[src/rtl/imem_loader.sv]
// Loads a framed program image from an 8-bit valid/ready byte stream into instruction memory.
// Holds the CPU until a frame whose checksum matches has been fully written.
module imem_loader #(
    parameter int unsigned DEPTH     = 256,
    parameter logic [31:0] BASE_ADDR = 32'h0000_0000
) (
    input  logic        clk,
    input  logic        reset,
    input  logic        start,
    input  logic        in_valid,
    input  logic [7:0]  in_data,
    output logic        in_ready,
    output logic        mem_we,
    output logic [31:0] mem_addr,
    output logic [31:0] mem_wdata,
    output logic        cpu_hold,
    output logic        done,
    output logic        error,
    output logic [15:0] words_written
);

    localparam logic [2:0] StIdle  = 3'd0;
    localparam logic [2:0] StLenLo = 3'd1;
    localparam logic [2:0] StLenHi = 3'd2;
    localparam logic [2:0] StData  = 3'd3;
    localparam logic [2:0] StCsum  = 3'd4;
    localparam logic [2:0] StDone  = 3'd5;
    localparam logic [2:0] StError = 3'd6;

    logic [2:0]  state_q, state_d;
    logic [15:0] len_q, len_d;
    logic [15:0] idx_q, idx_d;
    logic [1:0]  bcnt_q, bcnt_d;
    logic [23:0] word_q, word_d;
    logic [7:0]  csum_q, csum_d;
    logic        mem_we_q, mem_we_d;
    logic [31:0] mem_addr_q, mem_addr_d;
    logic [31:0] mem_wdata_q, mem_wdata_d;
    logic        hold_q, hold_d;
    logic        done_q, done_d;
    logic        error_q, error_d;
    logic [15:0] words_q, words_d;

    logic        accept;
    logic [15:0] len_full;

    always_comb begin
        in_ready = (state_q == StLenLo) || (state_q == StLenHi) ||
                   (state_q == StData)  || (state_q == StCsum);
    end

    assign accept   = in_valid && in_ready;
    assign len_full = {in_data, len_q[7:0]};

    always_comb begin
        state_d     = state_q;
        len_d       = len_q;
        idx_d       = idx_q;
        bcnt_d      = bcnt_q;
        word_d      = word_q;
        csum_d      = csum_q;
        mem_we_d    = 1'b0;
        mem_addr_d  = mem_addr_q;
        mem_wdata_d = mem_wdata_q;
        hold_d      = hold_q;
        done_d      = done_q;
        error_d     = error_q;
        words_d     = words_q;

        unique case (state_q)
            StIdle, StDone, StError: begin
                if (start) begin
                    state_d = StLenLo;
                    done_d  = 1'b0;
                    error_d = 1'b0;
                    words_d = 16'd0;
                    csum_d  = 8'd0;
                    hold_d  = 1'b1;
                end
            end
            StLenLo: begin
                if (accept) begin
                    len_d   = {8'd0, in_data};
                    state_d = StLenHi;
                end
            end
            StLenHi: begin
                if (accept) begin
                    len_d  = len_full;
                    idx_d  = 16'd0;
                    bcnt_d = 2'd0;
                    if (32'(len_full) > DEPTH) begin
                        state_d = StError;
                        error_d = 1'b1;
                    end else if (len_full == 16'd0) begin
                        state_d = StCsum;
                    end else begin
                        state_d = StData;
                    end
                end
            end
            StData: begin
                if (accept) begin
                    csum_d = csum_q ^ in_data;
                    bcnt_d = bcnt_q + 2'd1;
                    if (bcnt_q == 2'd3) begin
                        // Registered write strobe lands in the cycle after the 4th byte
                        mem_we_d    = 1'b1;
                        mem_wdata_d = {in_data, word_q};
                        mem_addr_d  = BASE_ADDR + {14'd0, idx_q, 2'b00};
                        words_d     = words_q + 16'd1;
                        idx_d       = idx_q + 16'd1;
                        if ((idx_q + 16'd1) == len_q) begin
                            state_d = StCsum;
                        end
                    end else begin
                        word_d[8*bcnt_q +: 8] = in_data;
                    end
                end
            end
            StCsum: begin
                if (accept) begin
                    if (in_data == csum_q) begin
                        state_d = StDone;
                        done_d  = 1'b1;
                        hold_d  = 1'b0;
                    end else begin
                        state_d = StError;
                        error_d = 1'b1;
                        hold_d  = 1'b1;
                    end
                end
            end
            default: begin
                state_d = StIdle;
            end
        endcase
    end

    always_ff @(posedge clk or posedge reset) begin
        if (reset) begin
            state_q     <= StIdle;
            len_q       <= 16'd0;
            idx_q       <= 16'd0;
            bcnt_q      <= 2'd0;
            word_q      <= 24'd0;
            csum_q      <= 8'd0;
            mem_we_q    <= 1'b0;
            mem_addr_q  <= 32'd0;
            mem_wdata_q <= 32'd0;
            hold_q      <= 1'b1;
            done_q      <= 1'b0;
            error_q     <= 1'b0;
            words_q     <= 16'd0;
        end else begin
            state_q     <= state_d;
            len_q       <= len_d;
            idx_q       <= idx_d;
            bcnt_q      <= bcnt_d;
            word_q      <= word_d;
            csum_q      <= csum_d;
            mem_we_q    <= mem_we_d;
            mem_addr_q  <= mem_addr_d;
            mem_wdata_q <= mem_wdata_d;
            hold_q      <= hold_d;
            done_q      <= done_d;
            error_q     <= error_d;
            words_q     <= words_d;
        end
    end

    assign mem_we        = mem_we_q;
    assign mem_addr      = mem_addr_q;
    assign mem_wdata     = mem_wdata_q;
    assign cpu_hold      = hold_q;
    assign done          = done_q;
    assign error         = error_q;
    assign words_written = words_q;

endmodule

[config.mk]
export PLATFORM = sky130hd
export DESIGN_NAME = imem_loader
export DESIGN_NICKNAME = d
export VERILOG_FILES = /design/src/rtl/imem_loader.sv
export SDC_FILE = /design/constraint.sdc
export NUM_CORES = 1
export LEC_CHECK = 0
export CORE_MARGIN = 3
export CORE_UTILIZATION = 55
export DETAILED_ROUTE_END_ITERATION = 10
export HOLD_SLACK_MARGIN = 0.1
export MAX_ROUTING_LAYER = met4
export PLACE_DENSITY = 0.86
export SLEW_MARGIN = 10
export SYNTH_ARGS = -nofsm -noshare
export SYNTH_HDL_FRONTEND = slang
export SYNTH_SLANG_ARGS = --single-unit
[constraint.sdc]
create_clock -name clk -period 5.6 [get_ports clk]
set_input_delay 1.12 -clock clk [delete_from_list [all_inputs] [get_ports clk]]
set_output_delay 1.12 -clock clk [all_outputs]
set_load 0.005 [all_outputs]
==> impl_summary.md <==
Setup path
The arrival time of the worst setup path is a little over 2000 ps. For flop-to-flop paths, the worst setup slack is roughly 2600 ps. The capturing point of the worst reg2reg path is state_q[1]. The cell count of the worst reg-to-reg path is 7. Tracing the worst setup path back leads to its startpoint at state_q[0]. Walking the worst path, the cells encountered are nor2_1 > xnor2_1 > clkdlybuf4s50_1. The number of buffers and inverters on the critical path is 1. The critical path capture point type is an output pin. STA puts the critical path data required time at 4480 ps.

The largest single stage delay on the critical path is between 700 and 800 ps. The type of the worst setup path is flop to output pin. In this run the worst path has a maximum fanout of 20. The family with the most delay on the worst path is flip-flops.

The slowest stage cell on the critical path is sky130_fd_sc_hd__dfrtp_1. The launch instance of the worst register-to-register path is idx_q[0]. The sort of element at the start of the critical path is a flop.

STA
For the pin with the worst max-slew slack, the measured transition is 1030 ps. The minimum clock period is 3160 ps. Setup repair after global routing left no endpoint under its margin.

The final critical path takes up 56.3% of the cycle. Setup violations remaining at the end of the flow were counted as 0. The achievable frequency is 317 MHz. In the post-route analysis, the smallest setup slack over all paths is 2440 ps.

The number of pins exceeding their max-slew limit in the final report came to 0. Hold timing on the final database bottoms out at a slack of 466 ps. The worst pin sits at a relative slew slack of 31.1%. The setup skew after layout is 7.53 ps. The summed negative setup slack over all endpoints is 0 ps. The number of endpoints with negative hold slack in the final report is 0.

Power
The net switching share of the total power is 29.9%. The combinational share of power is between 20% and 30%. Sequential cells burn 40.7% of the power. The highest ir drop seen on vdd is 261 uV. Internal power comes to about 2300 uW. For this design the total switching power over the nets is approximately 970 uW.

The total power divided by cell area is 396 nW/um^2. The design draws 3240 uW. The analysis attributes to cell leakage a power of 0.00376 uW. The fraction of power consumed by the clock network is between 30% and 40%.

Clocking
The post-CTS clock slew at the launch and capture registers of the worst setup and hold paths is ~50 ps. Clock latency on the worst-skew pair, taken at its later pin, is about 440 ps. For this design, the sink count on the clock tree is approximately 140. The TritonCTS clock tree is done. Buffers inserted during clock tree synthesis total 17. The buffer cell driving the clock tree root is sky130_fd_sc_hd__clkbuf_16. The count of cells resized by post-cts repair is 0. The post-CTS setup buffer count is 0. After clock tree synthesis, the flow added hold-fix buffers numbering 0. The clock tree synthesis step divided the H-tree into 4 levels. The longest clock path from root to sink contains 2 buffers.

Global routing
The number of global-route vias before repair is 5,546. The number of antenna violations at the first check in global routing was 0. The leftover overflow at the end of global routing is 0.

The first global-routing pass estimated 26,400 um of wire. The largest net degree at the start of global routing is 76. In the global route stage, overall resource usage came out at 25.3%.

Floorplan
The die covers 13,700 um^2. Pin placement for this block handled 97 I/O pins. The die span in y is 117 um. The total core area is approximately 12,000 um^2.

The starting density of the core is 57.9%. The number of standard-cell rows in the floorplan is 39. The chip width is roughly 120 um.

Cells and area
The number of nets at the end of the flow is 840. The area used by sequential logic in the layout is 3430 um^2. The filler cell count in the final layout is 878. From synthesis to final layout, the design area changed by 20.5%. The area used by multi-input combinational logic is slightly above 3000 um^2. Of the cells placed in the final design, the portion with a size suffix greater than 1 is 6.83%. The post-route core utilization is 69.8%. The number of inserted diodes is 0.

Route
The via count is 5,596. After detailed routing, the number of vias per cell comes to 5.73. The remaining antenna violation count is 0. In this run, the number of DRC markers left after iteration 0 of detailed routing was 410. The first-pass iteration count of the detailed router is 6.

Wires add up to 15,700 um. In the routed design, unresolved DRC markers number 0. In the final routed layout, each cell accounts on average for roughly 16 um.

Job
The tool flagged a number of max-cap violations equal to 0.

Hold path
The tightest min-delay check is of the flop to flop type. The worst hold path depth is 2. In this run the most critical hold path is launched from word_q[12]. The endpoint with the worst hold slack is mem_wdata[12].

Yosys
The average size of a mapped cell is 8.87 um^2. After synthesis, the share of flip-flops with an asynchronous set or reset is 100%. For this run, the register share of the synthesized area comes to 50.6%. The synthesized netlist contains 64 unique library cells. The synthesized design contains 0 enable-type register cells.

Among all flip-flop cells after synthesis, the most frequent one is sky130_fd_sc_hd__dfrtp_1. The post-synthesis sequential element count is 137. The synthesized netlist cell count is 765.

Yosys printed 0 warnings. The cell area after technology mapping is ~6800 um^2.

Run status
The run finished with clean final reports.

Place
The number of buffer cells added on primary ports is 80. The pre-CTS setup slack is around 2100 ps. The post-detailed-placement half-perimeter wirelength is 10,300 um. The global placement routability congestion is 0.908.
## worst reg2reg max path: stages, from the launching register on
cell                        delay, ps
sky130_fd_sc_hd__dfrtp_1          460
sky130_fd_sc_hd__ha_1             390
sky130_fd_sc_hd__and3b_1          230
sky130_fd_sc_hd__o22ai_1           90
sky130_fd_sc_hd__a2111oi_0        580
sky130_fd_sc_hd__o211ai_1         160
sky130_fd_sc_hd__nor4b_1          740
sky130_fd_sc_hd__o21ai_0          180
## cells in the mapped netlist (all sizes together) (3+ instances only)
cell type	n	area (um^2)
nand4	10	68.8
o31ai	4	30.0
clkbuf	28	106
a31oi	3	18.8
and3	8	50.1
a22o	8	70.1
and4b	3	30.0
o21ai	76	380
xnor2	18	158
nand2	236	886
or3	4	25.0
ha	7	87.6
a21oi	8	40.0
mux2	7	78.8
xor2	25	219
nand2b	7	43.8
o21bai	3	22.5
dfrtp	136	3400
nor3	6	35.0
nor3b	5	37.5
a211oi	3	27.5
nand3	13	70.1
o22ai	4	25.0
buf	34	218
nor4	6	37.5
o41ai	4	35.0
and4	3	26.3
nor2	50	193
inv	12	45.0
nor2b	4	25.0
## logic make-up after synthesis
kind of cell	synth area share [%]
and+or+nand+nor	23.4
DFF	50.6
AOI/OAI and AO/OA	12.1
buffers and inverters	5.44
xor gates and xnor gates	5.55
adders and majority gates	1.59
muxes	1.31
other	0.0553
## worst max path at each step
| stage | endpoint | slack (ps) | depth (start not counted) |
|---|---|---|---|
| 5_1_grt | in_ready | 2330 | 3 |
| 3_3_place_gp | state_q[2] | 2210 | 8 |
| 4_1_cts | in_ready | 2450 | 3 |
| 6_report | in_ready | 2440 | 3 |
| 3_5_place_dp | state_q[2] | 2140 | 8 |
| 2_1_floorplan | bcnt_q[0] | 810 | 1 |
## power by group through the flow
stage          registers (uW)  logic (uW)  clock network, uW
3_5_place_dp             1330         684                  0
2_1_floorplan            1260         539                  0
3_3_place_gp             1320         651                  0
5_1_grt                  1340         777               1280
6_report                 1320         690               1230
4_1_cts                  1320         691               1240
## cells in the final DEF, fill, tap and decap left out, types with 4 or more instances in the layout
cell type                           n
sky130_fd_sc_hd__nand2_1          235
sky130_fd_sc_hd__dfrtp_1          136
sky130_fd_sc_hd__clkdlybuf4s50_1   80
sky130_fd_sc_hd__inv_1             10
sky130_fd_sc_hd__o22ai_1            4
sky130_fd_sc_hd__nor2b_1            4
sky130_fd_sc_hd__xnor2_1           18
sky130_fd_sc_hd__o31ai_1            4
sky130_fd_sc_hd__nor3b_1            5
sky130_fd_sc_hd__o41ai_1            4
sky130_fd_sc_hd__a22o_1             8
sky130_fd_sc_hd__ha_1               7
sky130_fd_sc_hd__mux2_2             7
sky130_fd_sc_hd__nor2_1            48
sky130_fd_sc_hd__conb_1            16
sky130_fd_sc_hd__nand4_1            9
sky130_fd_sc_hd__bufinv_16          5
sky130_fd_sc_hd__or3_1              4
sky130_fd_sc_hd__a21oi_1            8
sky130_fd_sc_hd__o21ai_0           75
sky130_fd_sc_hd__nand2b_1           7
sky130_fd_sc_hd__nand3_1           12
sky130_fd_sc_hd__nor3_1             5
sky130_fd_sc_hd__buf_4              4
sky130_fd_sc_hd__clkbuf_16         17
sky130_fd_sc_hd__and3_1             8
sky130_fd_sc_hd__xor2_1            25
sky130_fd_sc_hd__nor4_1             6
## flip-flops by register name, indices dropped and copies added (netlist names)
name,flops
bcnt_q,2
cpu_hold,1
csum_q,8
done,1
error,1
idx_q,16
len_q,16
mem_addr,16
mem_wdata,32
mem_we,1
state_q,3
word_q,24
words_written,16
## cell type report
type / count / share of cell area [%]
Clock inverter: 12 / 2.40
Sequential cell: 137 / 42.0
Clock buffer: 20 / 5.46
Multi-Input combinational cell: 569 / 37.2
Inverter: 12 / 0.582
Timing Repair Buffer: 84 / 10.2
Tap cell: 143 / 2.19
## metal layers
| layer | GRT usage, % | up-vias | wire, um |
|---|---|---|---|
| met2 | 39.3 | 198 | 7750 |
| met4 | 8.56 | 0 | 250 |
| met5 | - | - | 0 |
| li1 | - | 2639 | - |
| met1 | 32.4 | 2733 | 6790 |
| met3 | 6.89 | 26 | 870 |
## stage by stage
step | std cells | cell area, um^2
after floorplan | 780 | 6840
after global placement | 945 | 7530
after detailed placement | 945 | 7530
after CTS | 977 | 8170
after global routing | 977 | 8170
final | 977 | 8170
Note: power is estimated with default switching activity, not from simulation.
